<file path="src/rtl/ex_mem_stage_if.sv">
// Signal bundle between the EX stage, the EX/MEM stage and the MEM stage.
// The slave modport is the stage itself; the master modport drives it.
interface ex_mem_stage_if #(
  parameter int DATA_W = 32,
  parameter int REG_W  = 5
);
  logic              in_valid;
  logic              in_ready;
  logic [DATA_W-1:0] alu_result;
  logic              alu_zero;
  logic [DATA_W-1:0] store_data;
  logic [REG_W-1:0]  dest_reg;
  logic              ctl_branch;
  logic              ctl_branch_ne;
  logic              ctl_mem_read;
  logic              ctl_mem_write;
  logic              ctl_reg_write;
  logic [DATA_W-1:0] pc_plus4;
  logic [DATA_W-1:0] branch_offset;
  logic              flush_in;
  logic              out_valid;
  logic              out_ready;
  logic [DATA_W-1:0] out_result;
  logic [DATA_W-1:0] out_store_data;
  logic [REG_W-1:0]  out_dest_reg;
  logic              out_mem_read;
  logic              out_mem_write;
  logic              out_reg_write;
  logic              branch_taken;
  logic [DATA_W-1:0] branch_target;

  modport master (
    output in_valid, alu_result, alu_zero, store_data, dest_reg, ctl_branch, ctl_branch_ne,
           ctl_mem_read, ctl_mem_write, ctl_reg_write, pc_plus4, branch_offset, flush_in,
           out_ready,
    input  in_ready, out_valid, out_result, out_store_data, out_dest_reg, out_mem_read,
           out_mem_write, out_reg_write, branch_taken, branch_target
  );

  modport slave (
    input  in_valid, alu_result, alu_zero, store_data, dest_reg, ctl_branch, ctl_branch_ne,
           ctl_mem_read, ctl_mem_write, ctl_reg_write, pc_plus4, branch_offset, flush_in,
           out_ready,
    output in_ready, out_valid, out_result, out_store_data, out_dest_reg, out_mem_read,
           out_mem_write, out_reg_write, branch_taken, branch_target
  );
endinterface

</file>
<file path="src/rtl/ex_mem_stage.sv">
// EX/MEM pipeline stage: resolves BEQ/BNE and passes all other instructions
// to the memory stage through a 2-entry skid buffer.
module ex_mem_stage #(
  parameter int DATA_W = 32,
  parameter int REG_W  = 5
) (
  input  logic         clk,
  input  logic         rst_n,
  ex_mem_stage_if.slave bus
);

  typedef enum logic [1:0] {EMPTY = 2'd0, ONE = 2'd1, TWO = 2'd2} state_t;

  typedef struct packed {
    logic [DATA_W-1:0] result;
    logic [DATA_W-1:0] store_data;
    logic [REG_W-1:0]  dest_reg;
    logic              mem_read;
    logic              mem_write;
    logic              reg_write;
  } entry_t;

  state_t            state_reg, state_next;
  entry_t            head_reg, head_next;
  entry_t            skid_reg, skid_next;
  entry_t            in_entry;
  logic              branch_taken_reg, branch_taken_next;
  logic [DATA_W-1:0] branch_target_reg, branch_target_next;
  logic              in_ready, accept, accept_data, accept_branch, xfer;

  assign in_ready      = (state_reg != TWO);
  assign accept        = bus.in_valid & in_ready & ~bus.flush_in;
  assign accept_data   = accept & ~bus.ctl_branch;
  assign accept_branch = accept & bus.ctl_branch;
  assign xfer          = (state_reg != EMPTY) & bus.out_ready;

  always_comb begin
    in_entry            = '0;
    in_entry.result     = bus.alu_result;
    in_entry.store_data = bus.store_data;
    in_entry.dest_reg   = bus.dest_reg;
    in_entry.mem_read   = bus.ctl_mem_read;
    in_entry.mem_write  = bus.ctl_mem_write;
    in_entry.reg_write  = bus.ctl_reg_write;
  end

  always_comb begin
    state_next         = state_reg;
    head_next          = head_reg;
    skid_next          = skid_reg;
    branch_taken_next  = accept_branch & (bus.alu_zero ^ bus.ctl_branch_ne);
    branch_target_next = branch_target_reg;
    if (accept_branch) begin
      branch_target_next = bus.pc_plus4 + (bus.branch_offset << 2);
    end

    case (state_reg)
      EMPTY: begin
        if (accept_data) begin
          state_next = ONE;
          head_next  = in_entry;
        end
      end
      ONE: begin
        // Simultaneous drain and fill keeps one entry: the new one becomes head.
        if (accept_data && xfer) begin
          head_next = in_entry;
        end else if (accept_data) begin
          state_next = TWO;
          skid_next  = in_entry;
        end else if (xfer) begin
          state_next = EMPTY;
        end
      end
      TWO: begin
        if (xfer) begin
          state_next = ONE;
          head_next  = skid_reg;
        end
      end
      default: state_next = EMPTY;
    endcase

    // A draining transfer still completes; everything left behind is discarded.
    if (bus.flush_in) begin
      state_next = EMPTY;
    end
  end

  always_ff @(posedge clk) begin
    if (!rst_n) begin
      state_reg         <= EMPTY;
      head_reg          <= '0;
      skid_reg          <= '0;
      branch_taken_reg  <= 1'b0;
      branch_target_reg <= '0;
    end else begin
      state_reg         <= state_next;
      head_reg          <= head_next;
      skid_reg          <= skid_next;
      branch_taken_reg  <= branch_taken_next;
      branch_target_reg <= branch_target_next;
    end
  end

  assign bus.in_ready       = in_ready;
  assign bus.out_valid      = (state_reg != EMPTY);
  assign bus.out_result     = head_reg.result;
  assign bus.out_store_data = head_reg.store_data;
  assign bus.out_dest_reg   = head_reg.dest_reg;
  assign bus.out_mem_read   = head_reg.mem_read;
  assign bus.out_mem_write  = head_reg.mem_write;
  assign bus.out_reg_write  = head_reg.reg_write;
  assign bus.branch_taken   = branch_taken_reg;
  assign bus.branch_target  = branch_target_reg;

endmodule
</file>
<file path="src/flat_wrapper.sv">
// flat-port wrapper written by rule: the top's interface ports become plain ports
module ex_mem_stage_flat 
#(
  parameter int DATA_W = 32,
  parameter int REG_W  = 5
)
  (clk, rst_n, bus_in_valid, bus_alu_result, bus_alu_zero, bus_store_data, bus_dest_reg, bus_ctl_branch, bus_ctl_branch_ne, bus_ctl_mem_read, bus_ctl_mem_write, bus_ctl_reg_write, bus_pc_plus4, bus_branch_offset, bus_flush_in, bus_out_ready, bus_in_ready, bus_out_valid, bus_out_result, bus_out_store_data, bus_out_dest_reg, bus_out_mem_read, bus_out_mem_write, bus_out_reg_write, bus_branch_taken, bus_branch_target);
  ex_mem_stage_if #(.DATA_W(DATA_W), .REG_W(REG_W)) bus_i ();
  input  logic clk;
  input  logic rst_n;
  input wire logic [$bits(bus_i.in_valid)-1:0] bus_in_valid;
  input wire logic [$bits(bus_i.alu_result)-1:0] bus_alu_result;
  input wire logic [$bits(bus_i.alu_zero)-1:0] bus_alu_zero;
  input wire logic [$bits(bus_i.store_data)-1:0] bus_store_data;
  input wire logic [$bits(bus_i.dest_reg)-1:0] bus_dest_reg;
  input wire logic [$bits(bus_i.ctl_branch)-1:0] bus_ctl_branch;
  input wire logic [$bits(bus_i.ctl_branch_ne)-1:0] bus_ctl_branch_ne;
  input wire logic [$bits(bus_i.ctl_mem_read)-1:0] bus_ctl_mem_read;
  input wire logic [$bits(bus_i.ctl_mem_write)-1:0] bus_ctl_mem_write;
  input wire logic [$bits(bus_i.ctl_reg_write)-1:0] bus_ctl_reg_write;
  input wire logic [$bits(bus_i.pc_plus4)-1:0] bus_pc_plus4;
  input wire logic [$bits(bus_i.branch_offset)-1:0] bus_branch_offset;
  input wire logic [$bits(bus_i.flush_in)-1:0] bus_flush_in;
  input wire logic [$bits(bus_i.out_ready)-1:0] bus_out_ready;
  output wire logic [$bits(bus_i.in_ready)-1:0] bus_in_ready;
  output wire logic [$bits(bus_i.out_valid)-1:0] bus_out_valid;
  output wire logic [$bits(bus_i.out_result)-1:0] bus_out_result;
  output wire logic [$bits(bus_i.out_store_data)-1:0] bus_out_store_data;
  output wire logic [$bits(bus_i.out_dest_reg)-1:0] bus_out_dest_reg;
  output wire logic [$bits(bus_i.out_mem_read)-1:0] bus_out_mem_read;
  output wire logic [$bits(bus_i.out_mem_write)-1:0] bus_out_mem_write;
  output wire logic [$bits(bus_i.out_reg_write)-1:0] bus_out_reg_write;
  output wire logic [$bits(bus_i.branch_taken)-1:0] bus_branch_taken;
  output wire logic [$bits(bus_i.branch_target)-1:0] bus_branch_target;
  assign bus_i.in_valid = bus_in_valid;
  assign bus_i.alu_result = bus_alu_result;
  assign bus_i.alu_zero = bus_alu_zero;
  assign bus_i.store_data = bus_store_data;
  assign bus_i.dest_reg = bus_dest_reg;
  assign bus_i.ctl_branch = bus_ctl_branch;
  assign bus_i.ctl_branch_ne = bus_ctl_branch_ne;
  assign bus_i.ctl_mem_read = bus_ctl_mem_read;
  assign bus_i.ctl_mem_write = bus_ctl_mem_write;
  assign bus_i.ctl_reg_write = bus_ctl_reg_write;
  assign bus_i.pc_plus4 = bus_pc_plus4;
  assign bus_i.branch_offset = bus_branch_offset;
  assign bus_i.flush_in = bus_flush_in;
  assign bus_i.out_ready = bus_out_ready;
  assign bus_in_ready = bus_i.in_ready;
  assign bus_out_valid = bus_i.out_valid;
  assign bus_out_result = bus_i.out_result;
  assign bus_out_store_data = bus_i.out_store_data;
  assign bus_out_dest_reg = bus_i.out_dest_reg;
  assign bus_out_mem_read = bus_i.out_mem_read;
  assign bus_out_mem_write = bus_i.out_mem_write;
  assign bus_out_reg_write = bus_i.out_reg_write;
  assign bus_branch_taken = bus_i.branch_taken;
  assign bus_branch_target = bus_i.branch_target;
  ex_mem_stage #(.DATA_W(DATA_W), .REG_W(REG_W)) u_core (.clk(clk), .rst_n(rst_n), .bus(bus_i));
endmodule
</file>
<file path="config.mk">
export PLATFORM = sky130hd
export DESIGN_NAME = ex_mem_stage_flat
export DESIGN_NICKNAME = d
export VERILOG_FILES = /design/src/rtl/ex_mem_stage_if.sv /design/src/rtl/ex_mem_stage.sv /design/src/flat_wrapper.sv
export SDC_FILE = /design/constraint.sdc
export NUM_CORES = 1
export LEC_CHECK = 0
export ABC_AREA = 1
export CORE_ASPECT_RATIO = 1.2
export CORE_UTILIZATION = 52
export DETAILED_ROUTE_END_ITERATION = 8
export PLACE_DENSITY = 0.86
export SLEW_MARGIN = 10
export SYNTH_ARGS = -nofsm -noshare
export SYNTH_HDL_FRONTEND = slang
export SYNTH_SLANG_ARGS = --single-unit
</file>
<file path="constraint.sdc">
create_clock -name clk -period 4.06 [get_ports clk]
set_input_delay 1.218 -clock clk [delete_from_list [all_inputs] [get_ports clk]]
set_output_delay 1.218 -clock clk [all_outputs]
set_load 0.02 [all_outputs]
</file>
### After elaboration in Yosys (flattened, before gate mapping)

Cells that the tools add are included.

* output and inout port bits: 107
* input bits: 144
* flip-flop bits (word level): 179

* reductions and logical operators: 8
* bitwise logic cells: 11
* equal/unequal tests: 8
* add/subtract/negate cells: 1
* muxes and demuxes: 10

Operator list (count)
* 72-bit two-way mux: 3
* 72-bit case mux with 3 select lines: 1
* 32-bit adder: 1
* 2-bit two-way mux: 5
* 4-bit AND reduction: 2
* 1-bit bitwise AND: 6
* 2-bit by 1-bit != test with 1-bit output, second input constant: 3
* 2-bit case mux with 3 select lines: 1
* 2-bit != test, second input constant: 2
* 1-bit inverter: 4
* 3-bit by 1-bit != test with 1-bit output, second input constant: 1
* 3-bit AND reduction: 1
* 3-bit nonzero test: 1
* 2-bit by 1-bit equality test with 1-bit output, second input constant: 1
* 2-bit equality test, second input constant: 1
* 2-bit logical NOT: 1
* 2-bit nonzero test: 1
* 2-bit OR reduction: 1
* 1-bit logical AND: 1
* 1-bit bitwise XOR: 1

### Logic depth before layout (Yosys ltp)

* word-level depth: 7
* depth in mapped cells: 14
* gate-level depth less buffers: 14

### Worst setup path after synthesis

Ideal clock, no wire load.

* kind: input-to-reg
* from: in bus_branch_offset[0]
* to: reg u_core.branch_target_reg[16], in the netlist u_core.bus.branch_target[16]
* data arrival time: 2.613 ns
* setup slack: 1.331 ns
* stages: 13
* buffers on the path: 0
* setup time: 0.115 ns
* cell sequence: ha_1 -> inv_1 -> fa_1 -> inv_1 -> nand3_1 -> nand3_1 -> nand2_1 -> nand2_1 -> nand3_1 -> nand2_1 -> nor2_1 -> o21ai_0 -> inv_1

* longest elaborated chain between the ends: 1

RTL lines
* start, declared: RTL line flat_wrapper.sv:22 `input wire logic [$bits(bus_i.branch_offset)-1:0] bus_branch_offset;`
* 32-bit adder: RTL line ex_mem_stage.sv:54 `branch_target_next = bus.pc_plus4 + (bus.branch_offset << 2);`
* end signal, assigned: RTL line ex_mem_stage.sv:102 `branch_target_reg <= branch_target_next;`
* end, declared: RTL line ex_mem_stage.sv:28 `logic [DATA_W-1:0] branch_target_reg, branch_target_next;`

Every way passes these cells.
A chain may end at the register's enable or synchronous reset.

### Worst setup path after layout

* from: in bus_branch_offset[0]
* to: reg u_core.branch_target_reg[30], in the netlist u_core.bus.branch_target[30]

The elaborated chain is that of the path after synthesis.

==> results_dict.tcl <==
set metrics [dict create \
    cap_violations 0 \
    wl_microns 25600 \
    grt_usage_pct 29.0 \
    syn_to_final_growth_pct 35.7 \
    place_congestion 0.919 \
    pin_count 251 \
    start_util_pct 53.0 \
    synth.avg_cell_area_sq_um 6.66 \
    rows 52 \
    worstPathArrival_ns 3.43 \
    cts_buffers 17 \
    synth_area_sq_um 8920 \
    ant_nets 0 \
    tns_ns 0 \
    min_path_type "reg2reg" \
    drt_pass1_iterations 5 \
    drive_gt1_share_pct 3.46 \
    dp_hpwl_microns 17700 \
    grt_pass1_vias 8925 \
    vias 9371 \
    peakVddDrop_mv 0.334 \
    cts_tree "done" \
    synth-edff-count 0 \
    cts_resized 0 \
    n_antenna_cell 0 \
    r2r-end "u_core.bus.branch_target[10]" \
    status "complete, no violations" \
    ys.flop_type "dfxtp_1" \
    crit_path_end_kind "flip-flop" \
    final_area_sq_um 12100 \
    worst_ep_required_time_ns 4.38 \
    worstSetupStartpoint "bus_branch_offset[0]" \
    async_flop_share_pct 0 \
    tightest_slew_ns 0.868 \
    synth_cell_types 31 \
    grt_pass1_wl_microns 41200 \
    vias_per_cell 5.27 \
    die_y_microns 146 \
    clk_latency_ns 0.43 \
    drc 0 \
    cts_buffer_depth 2 \
    clkSlewWorstSetupHoldPaths_ns 0.07 \
    r2r_cells 9 \
    leakagePower_nw 5.37 \
    drt-initial-drc-count 627 \
    hold_violations 0 \
    largest_reg_flops 72 \
    nets 1722 \
    ys_warn_count 0 \
    critPathKind "in2reg" \
    path_max_fanout 4 \
    report.final.slew_viol_count 0 \
    powerDensity_nw_per_um2 357 \
    ys_seq_area_share_pct 40.2 \
    min_period_ns 3.11 \
    crit_path_start_kind "primary input" \
    fmax_ghz 0.322 \
    die_w_microns 122 \
    core_sq_um 16900 \
    r2r_start "u_core.state_reg[0]" \
    skew_ns 0.0150 \
    grt_overflow 0 \
    r2r_setup_slack_ns 1.28 \
    cts_max_level 4 \
    synth_seq_cells 179 \
    post_cts_buffers 0 \
    rsz0062_at_grt "false" \
    place_area_sq_um 11500 \
    grt_max_degree 121 \
    dieArea_sq_um 17700 \
    relSlewSlack_pct 42.2 \
    synth_cells 1339 \
    ctsHoldBuffers 0 \
    post-route-period-util_pct 76.5 \
    wire_per_inst_microns 14.4 \
    setup_violations 0 \
    root_buffer "clkbuf_16" \
    crit_end "u_core.bus.branch_target[30]" \
    antenna_found_initial 0 \
    cts_num_sinks 179 \
    synthesis.nets 1513 \
    port_buffers 248 \
]
-- layer usage --
metal / global-route usage, % / share of wire, % / wire length [microns] / vias up
li1: - / - / - / 4745
met1: 32.2 / 39 / 10000 / 4246
met2: 50.6 / 49 / 12600 / 317
met3: 7.41 / 7.6 / 1940 / 63
met4: 14.2 / 3.8 / 970 / 0
met5: 0 / 0 / 0 / -
-- where the power goes --
| part | switching (mW) | leakage (nW) | internal (mW) | total, mW |
|---|---|---|---|---|
| clock network | 0.761 | 0.287 | 0.892 | 1.65 |
| registers | 0.0310 | 1.45 | 1.82 | 1.85 |
| logic | 0.442 | 3.63 | 0.378 | 0.820 |
-- Yosys cell counts (all sizes together), types with 2 or more instances --
master	number	area, sq um
nor2	202	766
buf	28	144
ha	29	363
nand3	47	240
o21ai	161	806
a31oi	72	450
o21bai	11	82.6
xnor2	3	26.3
dfxtp	179	3580
nand4	5	31.3
nand2	370	1390
inv	133	499
a21oi	30	150
o21a	11	82.6
xor2	9	78.8
clkbuf	41	160
a21o	2	15.0
-- cell usage in the layout (no fill, tap or decap), drive strengths merged, types with 12 or more instances in the layout --
master	n
clkbuf	18
a31oi	72
clkdlybuf4s50	247
nand3	47
buf	12
inv	140
nand2	370
o21ai	161
ha	29
nor2	202
dfxtp	179
a21oi	30
-- kinds of logic (layout without fill, tap and decap cells) --
| logic type | after synthesis | in the layout | synth area share, % |
|---|---|---|---|
| xor+xnor | 12 | 12 | 1.18 |
| buf+inv | 202 | 424 | 9.00 |
| simple gates | 627 | 627 | 27.4 |
| fa+ha+maj | 30 | 30 | 4.29 |
| compound gates | 289 | 289 | 18.0 |
| flops | 179 | 179 | 40.2 |
-- metrics by stage --
step | total power [mW] | utilization (%) | setup WS [ns] | hold WS (ns) | instances
after floorplan | 2.33 | - | 1.33 | 0.455 | 1339
after global placement | 2.68 | 68.3 | 0.597 | 0.455 | 1745
after detailed placement | 2.70 | 68.3 | 0.543 | 0.459 | 1745
after CTS | 4.35 | 71.9 | 1.00 | 0.468 | 1777
after global routing | 4.51 | 71.9 | 0.791 | 0.488 | 1777
final | 4.32 | 71.9 | 0.954 | 0.470 | 1777
-- final cells by class --
class	count	area, sq um
clock buffer	18	439
clock inverter	14	156
timing repair buffer	259	2630
multi-input combinational	958	4540
sequential	179	3580
inverter	133	500
fill	1382	4740
tap	216	270
-- worst min-delay path by stage --
stage | endpoint | startpoint | cells after the start
3_3_place_gp | u_core.bus.branch_target[4] | u_core.bus.branch_target[4] | 2
2_1_floorplan | u_core.skid_reg[10] | u_core.skid_reg[10] | 2
6_report | u_core.bus.branch_target[4] | u_core.bus.branch_target[4] | 2
3_5_place_dp | u_core.bus.branch_target[1] | u_core.bus.branch_target[1] | 2
5_1_grt | u_core.bus.branch_target[1] | u_core.bus.branch_target[1] | 2
4_1_cts | u_core.bus.branch_target[1] | u_core.bus.branch_target[1] | 2
-- critical path: stages --
cell and delay, ns:
clkdlybuf4s50_1 0.46, ha_1 0.21, inv_1 0.07, fa_1 0.41
inv_1 0.09, nand3_1 0.06, nand3_1 0.15, nand3_1 0.10
nand3_1 0.23, nand2_1 0.11, nand3_1 0.10, nand2_1 0.06
nor2_1 0.10, nor2_1 0.05
(Power assumes the default switching activity.)
